`config.mk`:
```
export PLATFORM = sky130hd
export DESIGN_NAME = bus_interconnect_rr
export DESIGN_NICKNAME = d
export VERILOG_FILES = /design/src/rtl/bus_ic_pkg.sv /design/src/rtl/rr_arbiter.sv /design/src/rtl/bus_interconnect_rr.sv
export SDC_FILE = /design/constraint.sdc
export NUM_CORES = 1
export LEC_CHECK = 0
export BUFFER_PORTS_ARGS = -buffer_cell sky130_fd_sc_hd__buf_2
export CAP_MARGIN = 10
export CORE_AREA = 2 2 134 136
export CTS_BUF_LIST = sky130_fd_sc_hd__clkbuf_2
export CTS_CLUSTER_DIAMETER = 30
export CTS_CLUSTER_SIZE = 12
export DETAILED_ROUTE_END_ITERATION = 16
export DIE_AREA = 0 0 136 138
export HOLD_SLACK_MARGIN = 0.12
export PLACE_DENSITY = 0.59
export SLEW_MARGIN = 15
export SYNTH_ARGS = -nofsm -noshare
export SYNTH_HDL_FRONTEND = slang
export SYNTH_HIERARCHICAL = 1
export SYNTH_SLANG_ARGS = --single-unit
```
`constraint.sdc`:
```
create_clock -name clk -period 2.2 [get_ports clk]
set_input_delay 0.11 -clock clk [delete_from_list [all_inputs] [get_ports clk]]
set_output_delay 0.11 -clock clk [all_outputs]
set_load 0.005 [all_outputs]
```
`src/rtl/bus_ic_pkg.sv`:
```
// Shared types and default address map for the round-robin bus interconnect.
package bus_ic_pkg;

    typedef enum logic [1:0] {
        ST_IDLE = 2'd0,
        ST_BUSY = 2'd1,
        ST_ERR  = 2'd2
    } state_e;

    // Index 2..0: S2 is a 256-byte window, S0/S1 are 64 KiB windows.
    localparam logic [2:0][31:0] DEF_SLAVE_BASE = {32'h4000_0000, 32'h1000_0000, 32'h2000_0000};
    localparam logic [2:0][31:0] DEF_SLAVE_MASK = {32'hFFFF_FF00, 32'hFFFF_0000, 32'hFFFF_0000};

    // Index width that stays at least one bit for single-entry arrays.
    function automatic int idx_w(input int n);
        return (n > 1) ? $clog2(n) : 1;
    endfunction

endpackage

```
`src/rtl/rr_arbiter.sv`:
```
// Combinational round-robin pick: first requester at or after ptr, wrapping.
module rr_arbiter
    import bus_ic_pkg::*;
#(
    parameter int N  = 2,
    parameter int IW = idx_w(N)
) (
    input  logic [N-1:0]  req,
    input  logic [IW-1:0] ptr,
    output logic [N-1:0]  grant,
    output logic [IW-1:0] idx
);

    always_comb begin
        int   c;
        logic found;
        c     = 0;
        found = 1'b0;
        grant = '0;
        idx   = '0;
        for (int k = 0; k < N; k++) begin
            c = int'(ptr) + k;
            if (c >= N) c = c - N;
            if (!found && req[c]) begin
                found    = 1'b1;
                grant[c] = 1'b1;
                idx      = IW'(c);
            end
        end
    end

endmodule

```
`src/rtl/bus_interconnect_rr.sv`:
```
// N-master / M-slave single-outstanding bus with round-robin arbitration,
// mask/base address decode and a per-transaction BUSY timeout.
module bus_interconnect_rr
    import bus_ic_pkg::*;
#(
    parameter int                        N_MASTERS  = 2,
    parameter int                        N_SLAVES   = 3,
    parameter logic [N_SLAVES-1:0][31:0] SLAVE_BASE = DEF_SLAVE_BASE,
    parameter logic [N_SLAVES-1:0][31:0] SLAVE_MASK = DEF_SLAVE_MASK,
    parameter int                        TIMEOUT    = 255
) (
    input  logic                          clk,
    input  logic                          rst_n,
    input  logic [N_MASTERS-1:0]          m_req,
    input  logic [N_MASTERS-1:0][31:0]    m_addr,
    input  logic [N_MASTERS-1:0]          m_we,
    input  logic [N_MASTERS-1:0][3:0]     m_be,
    input  logic [N_MASTERS-1:0][31:0]    m_wdata,
    output logic [N_MASTERS-1:0]          m_ack,
    output logic [N_MASTERS-1:0]          m_err,
    output logic [31:0]                   m_rdata,
    output logic [N_SLAVES-1:0]           s_req,
    output logic [31:0]                   s_addr,
    output logic                          s_we,
    output logic [3:0]                    s_be,
    output logic [31:0]                   s_wdata,
    input  logic [N_SLAVES-1:0][31:0]     s_rdata,
    input  logic [N_SLAVES-1:0]           s_ack
);

    localparam int MW = idx_w(N_MASTERS);
    localparam int SW = idx_w(N_SLAVES);
    localparam int CW = $clog2(TIMEOUT + 1);
    localparam logic [CW-1:0] TO_LAST  = CW'(TIMEOUT - 1);
    localparam logic [MW-1:0] LAST_MST = MW'(N_MASTERS - 1);

    state_e          state_q, state_d;
    logic [MW-1:0]   rr_q, rr_d, gnt_q, gnt_d;
    logic [SW-1:0]   sel_q, sel_d;
    logic [CW-1:0]   cnt_q, cnt_d;
    logic [31:0]     addr_q, addr_d, wdata_q, wdata_d;
    logic            we_q, we_d;
    logic [3:0]      be_q, be_d;

    logic [N_MASTERS-1:0] arb_grant;
    logic [MW-1:0]        arb_idx;
    logic [31:0]          req_addr, req_wdata;
    logic                 req_we;
    logic [3:0]           req_be;
    logic                 dec_hit;
    logic [SW-1:0]        dec_idx;
    logic [MW-1:0]        rr_next;

    rr_arbiter #(.N(N_MASTERS)) u_arb (
        .req   (m_req),
        .ptr   (rr_q),
        .grant (arb_grant),
        .idx   (arb_idx)
    );

    always_comb begin
        req_addr  = '0;
        req_we    = 1'b0;
        req_be    = '0;
        req_wdata = '0;
        for (int i = 0; i < N_MASTERS; i++) begin
            if (arb_grant[i]) begin
                req_addr  = m_addr[i];
                req_we    = m_we[i];
                req_be    = m_be[i];
                req_wdata = m_wdata[i];
            end
        end
    end

    // Scanning downward lets the lowest matching slave overwrite higher ones.
    always_comb begin
        dec_hit = 1'b0;
        dec_idx = '0;
        for (int i = N_SLAVES - 1; i >= 0; i--) begin
            if ((req_addr & SLAVE_MASK[i]) == SLAVE_BASE[i]) begin
                dec_hit = 1'b1;
                dec_idx = SW'(i);
            end
        end
    end

    assign rr_next = (gnt_q == LAST_MST) ? '0 : gnt_q + 1'b1;

    always_ff @(posedge clk) begin
        if (!rst_n) begin
            state_q <= ST_IDLE;
            rr_q    <= '0;
            gnt_q   <= '0;
            sel_q   <= '0;
            cnt_q   <= '0;
            addr_q  <= '0;
            we_q    <= 1'b0;
            be_q    <= '0;
            wdata_q <= '0;
        end else begin
            state_q <= state_d;
            rr_q    <= rr_d;
            gnt_q   <= gnt_d;
            sel_q   <= sel_d;
            cnt_q   <= cnt_d;
            addr_q  <= addr_d;
            we_q    <= we_d;
            be_q    <= be_d;
            wdata_q <= wdata_d;
        end
    end

    always_comb begin
        state_d = state_q;
        rr_d    = rr_q;
        gnt_d   = gnt_q;
        sel_d   = sel_q;
        cnt_d   = cnt_q;
        addr_d  = addr_q;
        we_d    = we_q;
        be_d    = be_q;
        wdata_d = wdata_q;
        unique case (state_q)
            ST_IDLE: begin
                if (|m_req) begin
                    gnt_d   = arb_idx;
                    sel_d   = dec_idx;
                    cnt_d   = '0;
                    addr_d  = req_addr;
                    we_d    = req_we;
                    be_d    = req_be;
                    wdata_d = req_wdata;
                    state_d = dec_hit ? ST_BUSY : ST_ERR;
                end
            end
            ST_BUSY: begin
                // An ack on the last allowed cycle still completes normally.
                if (s_ack[sel_q]) begin
                    state_d = ST_IDLE;
                    rr_d    = rr_next;
                end else if (cnt_q == TO_LAST) begin
                    state_d = ST_ERR;
                end else begin
                    cnt_d = cnt_q + 1'b1;
                end
            end
            ST_ERR: begin
                state_d = ST_IDLE;
                rr_d    = rr_next;
            end
            default: state_d = ST_IDLE;
        endcase
    end

    always_comb begin
        m_ack   = '0;
        m_err   = '0;
        m_rdata = '0;
        s_req   = '0;
        s_addr  = '0;
        s_we    = 1'b0;
        s_be    = '0;
        s_wdata = '0;
        unique case (state_q)
            ST_BUSY: begin
                s_req[sel_q] = 1'b1;
                s_addr       = addr_q;
                s_we         = we_q;
                s_be         = be_q;
                s_wdata      = wdata_q;
                if (s_ack[sel_q]) begin
                    m_ack[gnt_q] = 1'b1;
                    m_rdata      = s_rdata[sel_q];
                end
            end
            ST_ERR: begin
                m_ack[gnt_q] = 1'b1;
                m_err[gnt_q] = 1'b1;
            end
            default: ;
        endcase
    end

endmodule

```
# After elaboration in Yosys (flattened, before gate mapping)
# Index checks and enable logic that the tools add are counted.
# Widths: inputs -> output; s select.
[totals] regBits=83 latchBits=0 ram_bits=0 rom_bits=0 input_bits=241 out_inout_bits=108 wordCells=111 mem_count=0
[op_classes] n_addsub=5 mul=0 div=0 n_lt_le_gt_ge=10 n_eq_ne=11 n_shift=0 muxes=61 n_bitwise=1 n_reduce_logical=14
[ops] op="$mux 32" count=11
[ops] op="$bmux 32 s2" count=1
[ops] op="$ge 32x1->1 const B" count=2
[ops] op="$lt 32x3->1 const B" count=2
[ops] op="$ge 32x3->1 const B" count=1
[ops] op="$sub 32x3->32 const B" count=1
[ops] op="$eq 24x23->1 const B" count=1
[ops] op="$mux 8" count=3
[ops] op="$mux 1" count=22
[ops] op="$mux 2" count=11
[ops] op="$eq 16x13->1 const B" count=1
[ops] op="$eq 16x14->1 const B" count=1
[ops] op="$pmux 8 s2" count=1
[ops] op="$mux 4" count=3
[ops] op="$add 8x1->8 const B" count=1
[ops] op="$eq 8x8->1 const B" count=1
[ops] op="$ne 2x2->1 const B" count=4
[ops] op="$pmux 2 s2" count=2
[ops] op="$reduce_and 2->1" count=3
[ops] op="$logic_and 1x1->1" count=5
[ops] op="$reduce_and 4->1" count=1
[ops] op="$reduce_bool 2->1" count=2
[ops] op="$demux 1 s1" count=3
[ops] op="$lt 2x3->1 const B" count=1
[ops] op="other kinds (18)" count=18

# Logic depth before layout (Yosys ltp)
[logic_depth] ltp_word=18 depth_mapped=8 depth_no_buf=7

# Hierarchy
# Netlist, hierarchy kept.
[modules_own_cells] module="bus_interconnect_rr" n_inst=1 cells_each=605 area_each_um2=5215.0 seq_area_each_um2=1661.6
[modules_own_cells] module="rr_arbiter" n_inst=1 cells_each=4 area_each_um2=30.0 seq_area_each_um2=0.0

# Worst setup path after synthesis
# OpenSTA, ideal clock, no wires.
[synth_path] path_kind="register -> register" from="register rr_q" to="register addr_q[15]" setup_time_ps=59 arrival_time_ps=1767 t_required_ps=2141 slack_ps=374 stages_incl_launch_ff=8 path_buffers=3 period_less_slack_ps=1826 cell_sequence="dfxtp_1 > inv_1 > a21boi_1 > buf_2 > buf_1 > clkbuf_1 > a221o_1 > o211a_1"
[synth_via] word_cells_on_any_way=31 cone_classes="add/sub (3); order compare (6); mux (17); bitwise (1); reduce/logical (4)"
[synth_rtl] element="from (decl)" line="bus_interconnect_rr.sv:38" source="logic [MW-1:0] rr_q, rr_d, gnt_q, gnt_d;"
[synth_rtl] element="from (signal assigned)" line="bus_interconnect_rr.sv:103" source="rr_q <= rr_d;"
[synth_rtl] element="$add 1x1->2 (tied with other cells)" line="rr_arbiter.sv:22" source="c = int'(ptr) + k;"
[synth_rtl] element="$sub 32x3->32 (tied with other cells)" line="rr_arbiter.sv:23" source="if (c >= N) c = c - N;"
[synth_rtl] element="$mux 32 (tied with other cells)" line="rr_arbiter.sv:23"
[synth_rtl] element="$ge 32x1->1 (implied by the code) (tied with other cells)" line="rr_arbiter.sv:26" source="grant[c] = 1'b1;"
[synth_rtl] element="$logic_and 1x1->1 (implied by the code) (tied with other cells)" line="rr_arbiter.sv:26"
[synth_rtl] element="$mux 1 (implied by the code) (tied with other cells)" line="rr_arbiter.sv:26"
[synth_rtl] element="$demux 1 s1 (tied with other cells)"
[synth_rtl] element="$or 2x2->2 (no line) / $logic_and 1x1->1 (equally long branches)"
[synth_rtl] element="$mux 2 (*)" line="rr_arbiter.sv:24" source="if (!found && req[c]) begin"
[synth_rtl] element="named net arb_grant[1]" line="bus_interconnect_rr.sv:45" source="logic [N_MASTERS-1:0] arb_grant;"
[synth_rtl] element="$mux 32 (*)" line="bus_interconnect_rr.sv:67" source="if (arb_grant[i]) begin"
[synth_rtl] element="to (signal assigned)" line="bus_interconnect_rr.sv:107" source="addr_q <= addr_d;"
[synth_rtl] element="to (decl)" line="bus_interconnect_rr.sv:41" source="logic [31:0] addr_q, addr_d, wdata_q, wdata_d;"
# The timed path passes the listed nets; every way through them passes the cells marked *. The select of a mux whose other input is x is not followed.
# A chain may end at the register's enable or synchronous reset.

# Worst setup path after layout
[layout_path] from="register state_q[0]" to="register addr_q[22]"
[layout_via] elab_chain_cells=2
[layout_rtl] element="from (decl)" line="bus_interconnect_rr.sv:37" source="state_e state_q, state_d;"
[layout_rtl] element="from (signal assigned)" line="bus_interconnect_rr.sv:102" source="state_q <= state_d;"
[layout_rtl] element="$logic_not 2->1" line="bus_interconnect_rr.sv:124" source="unique case (state_q)"
[layout_rtl] element="$reduce_and 2->1 (no line)"
# No other way between the ends.

==> metrics <==
status=complete, no violations; Via density=5.202; worst setup path start=state_q[0]$_SDFFE_PN0P_; Synth Area in Compound Gates=0.3464; worst min path class=primary input to register; num rows=49; Clock transition at path regs=0.24 ns; Port Buffers=348; Synth Register Bits=83; DRC=0; IO Pins=349; sequential area share after synthesis=0.3168; clock skew=0.04265 ns; CP Data Arrival Time=2.63 ns; Final min period=2.119 ns; Slew Limit Fails=0; actual slew at the worst max-slew pin=0.5912 ns; Placed Instances=1139; worst r2r src=state_q[0]$_SDFFE_PN0P_; worst skew pair latency=0.60 ns; Crit Path Category=register to register; non-filler cells, final=1328; Cell Pwr Density=477.2 nW/um2; Lkg Pwr=4.809 nW; Tot GR Track Use=0.2372; switching pwr=1.425 mW; Clk pwr share=0.217; antenna violations before repair=1; leading cell type in the layout, fill and taps excluded=buf_2; drt total wl=23620 um; Initial DRC Count=295; Die Footprint=18770 um2; DR pass1 iterations=5; Final period util=0.9631; die outline height=138 um; detailed placement HPWL=14780 um; die width=136 um; area of the multi-input gates=3388 um2; Synth Area in Simple Gates=0.1975; CP required=2.71 ns; most frequent cells in the layout=buf_2, dlygate4sd3_1, nor2_1; Flop pwr share=0.411; largest net degree at the start of global routing=67; Setup crit end kind=register; Post-synth EDFFs=0; Final Power=4.403 mW; first-pass GRT wire length=35460 um; asr flop ratio synth=0; Distinct cells, synth=46; CTS Buf Count=9; Pint=2.978 mW; initial core utilization=0.2991; Setup crit start kind=register; ys flop type=dfxtp_1; Post-Synth Adder-Cell Area=0.01193; Net Sw Frac=0.3237; clock buffer depth=2; Final nets=1340; DRT antenna net count=0; sequential cell area=1672 um2; number of global-route vias before repair=6865; Ys Warns=6; Setup-failing EPs final=0; GP Congestion=0.8319; slew margin rel.=0.6051; Clock Sinks=83; Max rail drop VDD=0.3367 mV; hold wc startpoint=s_ack[1]; grt ovf=0; area grow syn2layout=75.91%; TNS Setup=0 ns; mux cell area share after synthesis=0.06298; crit-path max FO=66; hold slack final=0.2268 ns; Final Hold Fails=0; Mapped Nets=855; CTS tree=yes; Combinational Power Share=0.373; CORE AREA=17530 um2; fill count=1636; largest family of logic cells by synthesized area=compound AO/OA/AOI/OAI gates; wire per inst=17.78 um; Vias=6908; Max Fclk=471.9 MHz; share of layout cells above drive strength 1=0.3834; Root Buffer=clkbuf_2; mapped cell area=5245 um2; Synth Instances=609; Max-Cap Viols=0; Synth Area in XOR/XNOR=0.01002; Syn Area/Cell=8.613 um2; CTS H-Tree Depth=3
[worst max-delay path, stage by stage (launching register included)]
cell,delay (ns)
dfxtp_1,0.38
inv_1,0.15
ha_4,0.19
o21ai_4,0.10
buf_12,0.21
a221o_1,0.31
dlygate4sd3_1,0.57
o211a_1,0.13
[synthesized netlist by cell type, types with 7 or more instances]
cell / instances / area share
dfxtp_1: 83 / 0.32
nor2_1: 81 / 0.058
and2_1: 73 / 0.087
a221o_1: 65 / 0.12
o211a_1: 65 / 0.12
clkbuf_1: 51 / 0.036
a21oi_1: 35 / 0.033
mux2i_1: 33 / 0.063
nand2_1: 11 / 0.0079
buf_2: 9 / 0.0086
inv_1: 9 / 0.0064
o21ai_1: 9 / 0.0086
nor4_1: 8 / 0.0095
nand3_1: 7 / 0.0067
[area by class of cell]
type,count,area share
multi-input cells,453,0.3672
inverters,10,0.004068
diodes,1,0.0002712
repair buffers,537,0.4015
flip-flops and latches,83,0.1812
clock inverters,6,0.009764
well taps,229,0.03106
clock buffers,9,0.004882
[kinds of logic after synthesis]
group	Yosys count
flip-flops	83
AND/OR/NAND/NOR	203
buffers and inverters	73
multiplexers	33
AO/OA/AOI/OAI	206
adder cells (fa/ha/maj)	5
XOR/XNOR	6
[routing by layer]
metal / up-vias / routed length [um] / global-route usage
li1: 3263 / - / -
met1: 3210 / 9134 / 0.2684
met2: 371 / 11720 / 0.4232
met3: 64 / 2015 / 0.05134
met4: 0 / 752 / 0.1031
met5: - / 0 / 0
[per-stage QoR]
step / instance area [um2] / utilization / worst slack, ns
after floorplan: 5245 / - / 0.3740
after global placement: 7239 / 0.4129 / 0.3121
after detailed placement: 7239 / 0.4129 / 0.2492
after CTS: 9047 / 0.5160 / 0.01051
after global routing: 9226 / 0.5262 / -0.02092
final: 9226 / 0.5262 / 0.08108
[final timing paths]
kind                        endpoint  slack [ns]  cells after the start
min reg2reg        rr_q$_SDFFE_PN0P_        0.51                      2
max reg2reg  addr_q[22]$_SDFFE_PN0P_        0.08                      7
max          addr_q[22]$_SDFFE_PN0P_        0.08                      7
min          state_q[1]$_SDFFE_PN0P_        0.23                      5
[flip-flops by register name (all words and copies together) (netlist names)]
| signal | cells |
|---|---|
| addr_q | 32 |
| wdata_q | 32 |
| cnt_q | 8 |
| be_q | 4 |
| sel_q | 2 |
| state_q | 2 |
| gnt_q | 1 |
| rr_q | 1 |
| we_q | 1 |
[repair_timing]
item	in CTS	in global routing
setup buffers	5	11
endpoints found under the hold margin	76	0
setup endpoints to repair	36	53
hold buffers	154	0
pin swaps	0	3
cloned	1	2
resized for setup	14	12
[power by group through the flow]
stage          combinational [mW]  sequential (mW)  clock (mW)
2_1_floorplan               0.780             1.80           0
3_3_place_gp                 1.27             1.83           0
3_5_place_dp                 1.27             1.84           0
4_1_cts                      1.57             1.81       0.986
5_1_grt                      1.78             1.84        1.04
6_report                     1.64             1.81       0.954
No activity file was read; power rests on OpenSTA's default activity.
